==> src/rtl/vip_frame_stream_gen.sv <==
// vip_frame_stream_gen: synthetic vsync/href/clken/Y frame source for the VIP pipeline.
// Optional LFSR noise pattern (mode 3) is built only when VIP_PATTERN_NOISE_EN is defined.
`default_nettype none

module vip_frame_stream_gen #(
    parameter int H_ACTIVE = 640,
    parameter int H_TOTAL  = 800,
    parameter int V_ACTIVE = 480,
    parameter int V_TOTAL  = 525,
    parameter int CLK_DIV  = 2
) (
    input  logic       clk,
    input  logic       rst,
    input  logic       start,
    input  logic       cont,
    input  logic [1:0] mode,
    input  logic [7:0] level,
    output logic       busy,
    output logic       frame_done,
    output logic       pos_frame_vsync,
    output logic       pos_frame_href,
    output logic       pos_frame_clken,
    output logic [7:0] pos_img_Y
);

    localparam int XW = (H_TOTAL > 1) ? $clog2(H_TOTAL) : 1;
    localparam int YW = (V_TOTAL > 1) ? $clog2(V_TOTAL) : 1;
    localparam int DW = (CLK_DIV > 1) ? $clog2(CLK_DIV) : 1;

    localparam logic [XW-1:0] c_X_MAX   = XW'(H_TOTAL - 1);
    localparam logic [XW-1:0] c_H_BLANK = XW'(H_TOTAL - H_ACTIVE);
    localparam logic [YW-1:0] c_Y_MAX   = YW'(V_TOTAL - 1);
    localparam logic [YW-1:0] c_V_BLANK = YW'(V_TOTAL - V_ACTIVE);
    localparam logic [DW-1:0] c_D_MAX   = DW'(CLK_DIV - 1);

    localparam logic [0:0] S_IDLE = 1'b0;
    localparam logic [0:0] S_RUN  = 1'b1;

    logic [0:0]    r_state;
    logic [DW-1:0] r_div;
    logic [XW-1:0] r_x;
    logic [YW-1:0] r_y;
    logic [1:0]    r_mode;
    logic [7:0]    r_level;
    logic          r_busy, r_vsync, r_href, r_clken, r_last, r_done;
    logic [7:0]    r_pix;

    logic          w_run, w_div_wrap, w_x_wrap, w_y_wrap, w_last;
    logic          w_vact, w_hact, w_clken, w_seed;
    logic [7:0]    w_ax;
    logic          w_ay3;
    logic [7:0]    w_pix;

    assign w_run      = (r_state == S_RUN);
    assign w_div_wrap = (r_div == c_D_MAX);
    assign w_x_wrap   = (r_x == c_X_MAX);
    assign w_y_wrap   = (r_y == c_Y_MAX);
    assign w_last     = w_run & w_div_wrap & w_x_wrap & w_y_wrap;
    assign w_vact     = (r_y >= c_V_BLANK);
    assign w_hact     = (r_x >= c_H_BLANK);
    assign w_clken    = (r_div == '0);
    assign w_ax       = 8'(r_x - c_H_BLANK);
    assign w_ay3      = 1'((r_y - c_V_BLANK) >> 3);
    // LFSR reseeds whenever a new frame is latched (fresh start or free-run restart)
    assign w_seed     = ((r_state == S_IDLE) & start) | (w_last & cont);

`ifdef VIP_PATTERN_NOISE_EN
    logic [7:0] r_lfsr;
    logic       w_fb;

    assign w_fb = r_lfsr[7] ^ r_lfsr[5] ^ r_lfsr[4] ^ r_lfsr[3];

    always_ff @(posedge clk or posedge rst) begin
        if (rst) begin
            r_lfsr <= 8'h01;
        end else if (w_seed) begin
            r_lfsr <= 8'h01;
        end else if (w_run & w_vact & w_hact & w_clken) begin
            r_lfsr <= {r_lfsr[6:0], w_fb};
        end
    end
`endif

    always_comb begin
        w_pix = r_level;
        case (r_mode)
            2'd1:    w_pix = w_ax;
            2'd2:    w_pix = (w_ax[3] ^ w_ay3) ? 8'hFF : 8'h00;
`ifdef VIP_PATTERN_NOISE_EN
            2'd3:    w_pix = r_lfsr;
`endif
            default: w_pix = r_level;
        endcase
    end

    always_ff @(posedge clk or posedge rst) begin
        if (rst) begin
            r_state <= S_IDLE;
            r_div   <= '0;
            r_x     <= '0;
            r_y     <= '0;
            r_mode  <= 2'd0;
            r_level <= 8'h00;
            r_busy  <= 1'b0;
            r_vsync <= 1'b0;
            r_href  <= 1'b0;
            r_clken <= 1'b0;
            r_pix   <= 8'h00;
            r_last  <= 1'b0;
            r_done  <= 1'b0;
        end else begin
            // Output stage: one register behind the counters for every qualifier and Y
            r_busy  <= w_run;
            r_vsync <= w_run & w_vact;
            r_href  <= w_run & w_vact & w_hact;
            r_clken <= w_run & w_clken;
            r_pix   <= (w_run & w_vact & w_hact) ? w_pix : 8'h00;
            r_last  <= w_last;
            r_done  <= r_last;

            if (w_seed) begin
                r_mode  <= mode;
                r_level <= level;
            end

            case (r_state)
                S_IDLE: begin
                    if (start) begin
                        r_state <= S_RUN;
                        r_div   <= '0;
                        r_x     <= '0;
                        r_y     <= '0;
                    end
                end
                default: begin
                    if (w_div_wrap) begin
                        r_div <= '0;
                        if (w_x_wrap) begin
                            r_x <= '0;
                            r_y <= w_y_wrap ? '0 : r_y + 1'b1;
                        end else begin
                            r_x <= r_x + 1'b1;
                        end
                    end else begin
                        r_div <= r_div + 1'b1;
                    end
                    if (w_last && !cont) begin
                        r_state <= S_IDLE;
                    end
                end
            endcase
        end
    end

    assign busy            = r_busy;
    assign frame_done      = r_done;
    assign pos_frame_vsync = r_vsync;
    assign pos_frame_href  = r_href;
    assign pos_frame_clken = r_clken;
    assign pos_img_Y       = r_pix;

endmodule

`default_nettype wire
==> config.mk <==
export PLATFORM = sky130hd
export DESIGN_NAME = vip_frame_stream_gen
export DESIGN_NICKNAME = d
export VERILOG_FILES = /design/src/rtl/vip_frame_stream_gen.sv
export SDC_FILE = /design/constraint.sdc
export NUM_CORES = 1
export LEC_CHECK = 0
export CORE_MARGIN = 1.5
export CORE_UTILIZATION = 55
export CTS_BUF_LIST = sky130_fd_sc_hd__clkbuf_8 sky130_fd_sc_hd__clkbuf_16
export DETAILED_ROUTE_END_ITERATION = 7
export PLACE_DENSITY = 0.76
export SYNTH_ARGS = -nofsm -noshare
export SYNTH_HDL_FRONTEND = slang
export SYNTH_SLANG_ARGS = --single-unit
==> constraint.sdc <==
create_clock -name clk -period 2.2 [get_ports clk]
set_clock_uncertainty 0.05 [all_clocks]
set_input_delay 0.44 -clock clk [delete_from_list [all_inputs] [get_ports clk]]
set_output_delay 0.44 -clock clk [all_outputs]
set_load 0.05 [all_outputs]
==> results_dict.tcl, run 1 <==
set metrics [dict create \
    yosys_warnings 0 \
    hold_path.class "flip-flop to flip-flop" \
    path_delay_family "simple AND/OR/NAND/NOR gates" \
    r2r_start "r_y[1]$_DFFE_PP0P_" \
    num_vias 1838 \
    required_ps 2330 \
    final.setup.tns_ps 0 \
    cp_slowest_cell "dfrtp_1" \
    coreArea_sq_um 4320 \
    cts_root_buf "clkbuf_8" \
    gp_congestion 0.823 \
    cts.htree.levels 2 \
    synth_cells 237 \
    wl_per_cell_microns 14.8 \
    slowest_delay_ps 440 \
    min_to "frame_done$_DFF_PP0_" \
    nFillCells 340 \
    syn-num-nets 261 \
    register_area_sq_um 1150 \
    start_util_pct 56.4 \
    max-cap-violations 0 \
    ys_types 47 \
    placed_cell_area_sq_um 2800 \
    worst_ep_arrival_time_ps 2200 \
    drive_above_1_share_pct 14.0 \
    syn_area_per_cell_sq_um 10.3 \
    fp.dieW_microns 69.6 \
    hp-start "r_last$_DFF_PP0_" \
    clkTransAtPathRegs_ps 80 \
    netlist_top_cells_area "dfrtp_1 47%, mux2_4 6.2%, ha_1 5.1%" \
    dp_slack_ps 68.1 \
    synth_edf_count 0 \
    timing.final.hold_violations 0 \
    cts_buffers 5 \
    cts_sinks 46 \
    areaGrowthSynthToFinish_pct 18.4 \
    grt_pass1_wl_microns 8350 \
    antenna_found_initial 0 \
    slew_viol_final 0 \
    multi_input_area_sq_um 1170 \
    io_pins 27 \
    min_period_over_period_pct 94.1 \
    critPathLaunchType "flip-flop" \
    design.die.area_sq_um 4840 \
    grt-ovfl-total 0 \
    ys.flop_type "dfrtp_1" \
    grt_start_max_net_pins 47 \
    diodes 0 \
    finish.instance_area_sq_um 2890 \
    routed_wirelength_microns 4800 \
    endpoint_kind "flip-flop" \
    whs_path_depth 0 \
    first_global_vias 1778 \
    yosys.area.top_type "dfrtp_1" \
    route.detailed.drc 0 \
    viasPerCell 5.67 \
    dp_hpwl_microns 3500 \
    grt_setup_unrepaired "false" \
    ant_nets 0 \
    fmax_mhz 483 \
    clock_tree.buffer_depth 2 \
    setup_ws_ps 129 \
    p_leak_nw 1.34 \
    dieHeight_microns 69.6 \
    power_density_nw_per_um2 748 \
    synthArstFlopShare_pct 100 \
    drt_iter0_drc 151 \
    crit_type "flip-flop to flip-flop" \
    synth_top_cell_area_share_pct 47.2 \
    crit_chain "inv_1, ha_1, nand4bb_1, nor3_2, a31o_1, buf_12, mux2_4" \
    dr.pass1.iters 4 \
    synth_seq_cells 46 \
    placementRows 24 \
    numPortBuffers 26 \
    path_buf_inv 2 \
    r2r_end "r_mode[1]$_DFFE_PP0P_" \
    grtUsageTotal_pct 22.0 \
    worst_slew_margin_rel_pct 48.4 \
    post_cts_buffers 0 \
    seq_area_frac_synth_pct 47.2 \
    setup_violations 0 \
    irDropWorstVdd_mv 0.374 \
    nets 295 \
    clock_latency_ps 300 \
    ff2ff_setup_slack_ps 130 \
    worst_pin_slew_ps 773 \
    ctsResizeCount 0 \
    power.total_mw 2.16 \
    cp_max_fo 10 \
    status "finished clean" \
    syn_area_sq_um 2440 \
    reg2reg_depth 7 \
    cts_tree "yes" \
    ctsHoldBuffers 0 \
    fin_crit_ps 2070 \
]
## where the power goes
part / switching [mW] / internal (mW) / total [mW] / leakage, nW
clock: 0.264 / 0.249 / 0.513 / 0.0524
combinational: 0.348 / 0.264 / 0.612 / 0.697
sequential: 0.0883 / 0.946 / 1.03 / 0.586
## cells by family (layout without fill, tap and decap cells)
family                   count (synthesis)  in the layout  share of synthesized area [%]
flip-flops                              46             46                           47.2
multiplexers                            10             10                           6.16
XOR/XNOR                                 4              4                           1.44
adder cells (fa/ha/maj)                 10             10                           5.13
AND/OR/NAND/NOR                         85             85                           19.6
AO/OA/AOI/OAI                           59             59                           15.6
buffers and inverters                   23             58                           4.82
## registers in the layout (all words and copies together), names as in the netlist
signal,count
busy,1
r_div,1
pos_frame_clken,1
r_level,8
r_last,1
r_x,10
r_state,1
frame_done,1
r_y,10
pos_frame_href,1
pos_frame_vsync,1
pos_img_Y,8
r_mode,2
## layer usage
metal	global-route usage (%)	vias to the layer above	share of wire [%]
met5	0	-	0
met4	9.59	0	2.2
met3	4.65	11	3.2
met2	35.6	41	50
met1	28.7	893	44
li1	-	893	-
## worst reg2reg max path: stages, from the launching register on
cell	delay, ps
dfrtp_1	440
inv_1	140
ha_1	190
nand4bb_1	210
nor3_2	240
a31o_1	230
buf_12	160
mux2_4	310
## cells in the mapped netlist, types with 3 or more instances
| cell type | count |
|---|---|
| inv_1 | 15 |
| and3_1 | 11 |
| o21ai_1 | 13 |
| mux2_4 | 10 |
| a21oi_1 | 15 |
| dfrtp_1 | 46 |
| a31oi_1 | 6 |
| nand2_1 | 27 |
| nand3_1 | 5 |
| xnor2_1 | 3 |
| nor2_1 | 11 |
| nor2b_1 | 4 |
| ha_1 | 10 |
| o21ai_0 | 9 |
| nor3_1 | 3 |
| buf_6 | 4 |
| nand2b_1 | 8 |
## stage by stage
step	cells	utilization [%]	hold WS, ps
6_report	324	66.8	302
5_1_grt	324	66.8	330
4_1_cts	324	66.8	304
3_5_place_dp	316	64.6	285
3_3_place_gp	316	64.6	286
2_1_floorplan	237	-	281
## area by class of cell
class	instances	share of cell area, %
multi-input combinational	168	40.5
sequential	46	39.9
timing repair buffer	35	12.2
clock buffer	6	2.86
tap	52	2.25
inverter	15	1.95
clock inverter	2	0.303
## how the worst max path moves through the flow
| stage | end | slack (ps) | cells after the start | startpoint |
|---|---|---|---|---|
| floorplan | r_level[0]$_DFFE_PP0P_ | 300 | 8 | r_x[0]$_DFFE_PP0P_ |
| global placement | r_y[3]$_DFFE_PP0P_ | 100 | 6 | start |
| detailed placement | r_y[3]$_DFFE_PP0P_ | 70 | 6 | start |
| CTS | r_level[2]$_DFFE_PP0P_ | 130 | 7 | r_y[1]$_DFFE_PP0P_ |
| global route | r_level[2]$_DFFE_PP0P_ | 40 | 7 | r_y[1]$_DFFE_PP0P_ |
| finish | r_mode[1]$_DFFE_PP0P_ | 130 | 7 | r_y[1]$_DFFE_PP0P_ |
## layout by cell type (no fill, tap or decap), types with 5 or more instances in the layout
master,instances
a21oi_1,15
a31oi_1,6
and3_1,11
buf_4,7
clkbuf_8,6
clkdlybuf4s50_1,26
dfrtp_1,46
ha_1,10
inv_1,15
mux2_4,10
nand2_1,27
nand2b_1,8
nand3_1,5
nor2_1,11
o21ai_0,9
o21ai_1,13
Note: power is estimated with default switching activity, not from simulation.
==> run 2: changes to the inputs <==
--- a/config.mk
+++ b/config.mk
@@ -5,11 +5,13 @@
 export SDC_FILE = /design/constraint.sdc
 export NUM_CORES = 1
 export LEC_CHECK = 0
+export CAP_MARGIN = 20
 export CORE_MARGIN = 1.5
 export CORE_UTILIZATION = 55
 export CTS_BUF_LIST = sky130_fd_sc_hd__clkbuf_8 sky130_fd_sc_hd__clkbuf_16
 export DETAILED_ROUTE_END_ITERATION = 7
 export PLACE_DENSITY = 0.76
+export SLEW_MARGIN = 20
 export SYNTH_ARGS = -nofsm -noshare
 export SYNTH_HDL_FRONTEND = slang
 export SYNTH_SLANG_ARGS = --single-unit
==> results of run 2 <==
The final DEF is identical to that of run 1; final timing and power are the same.
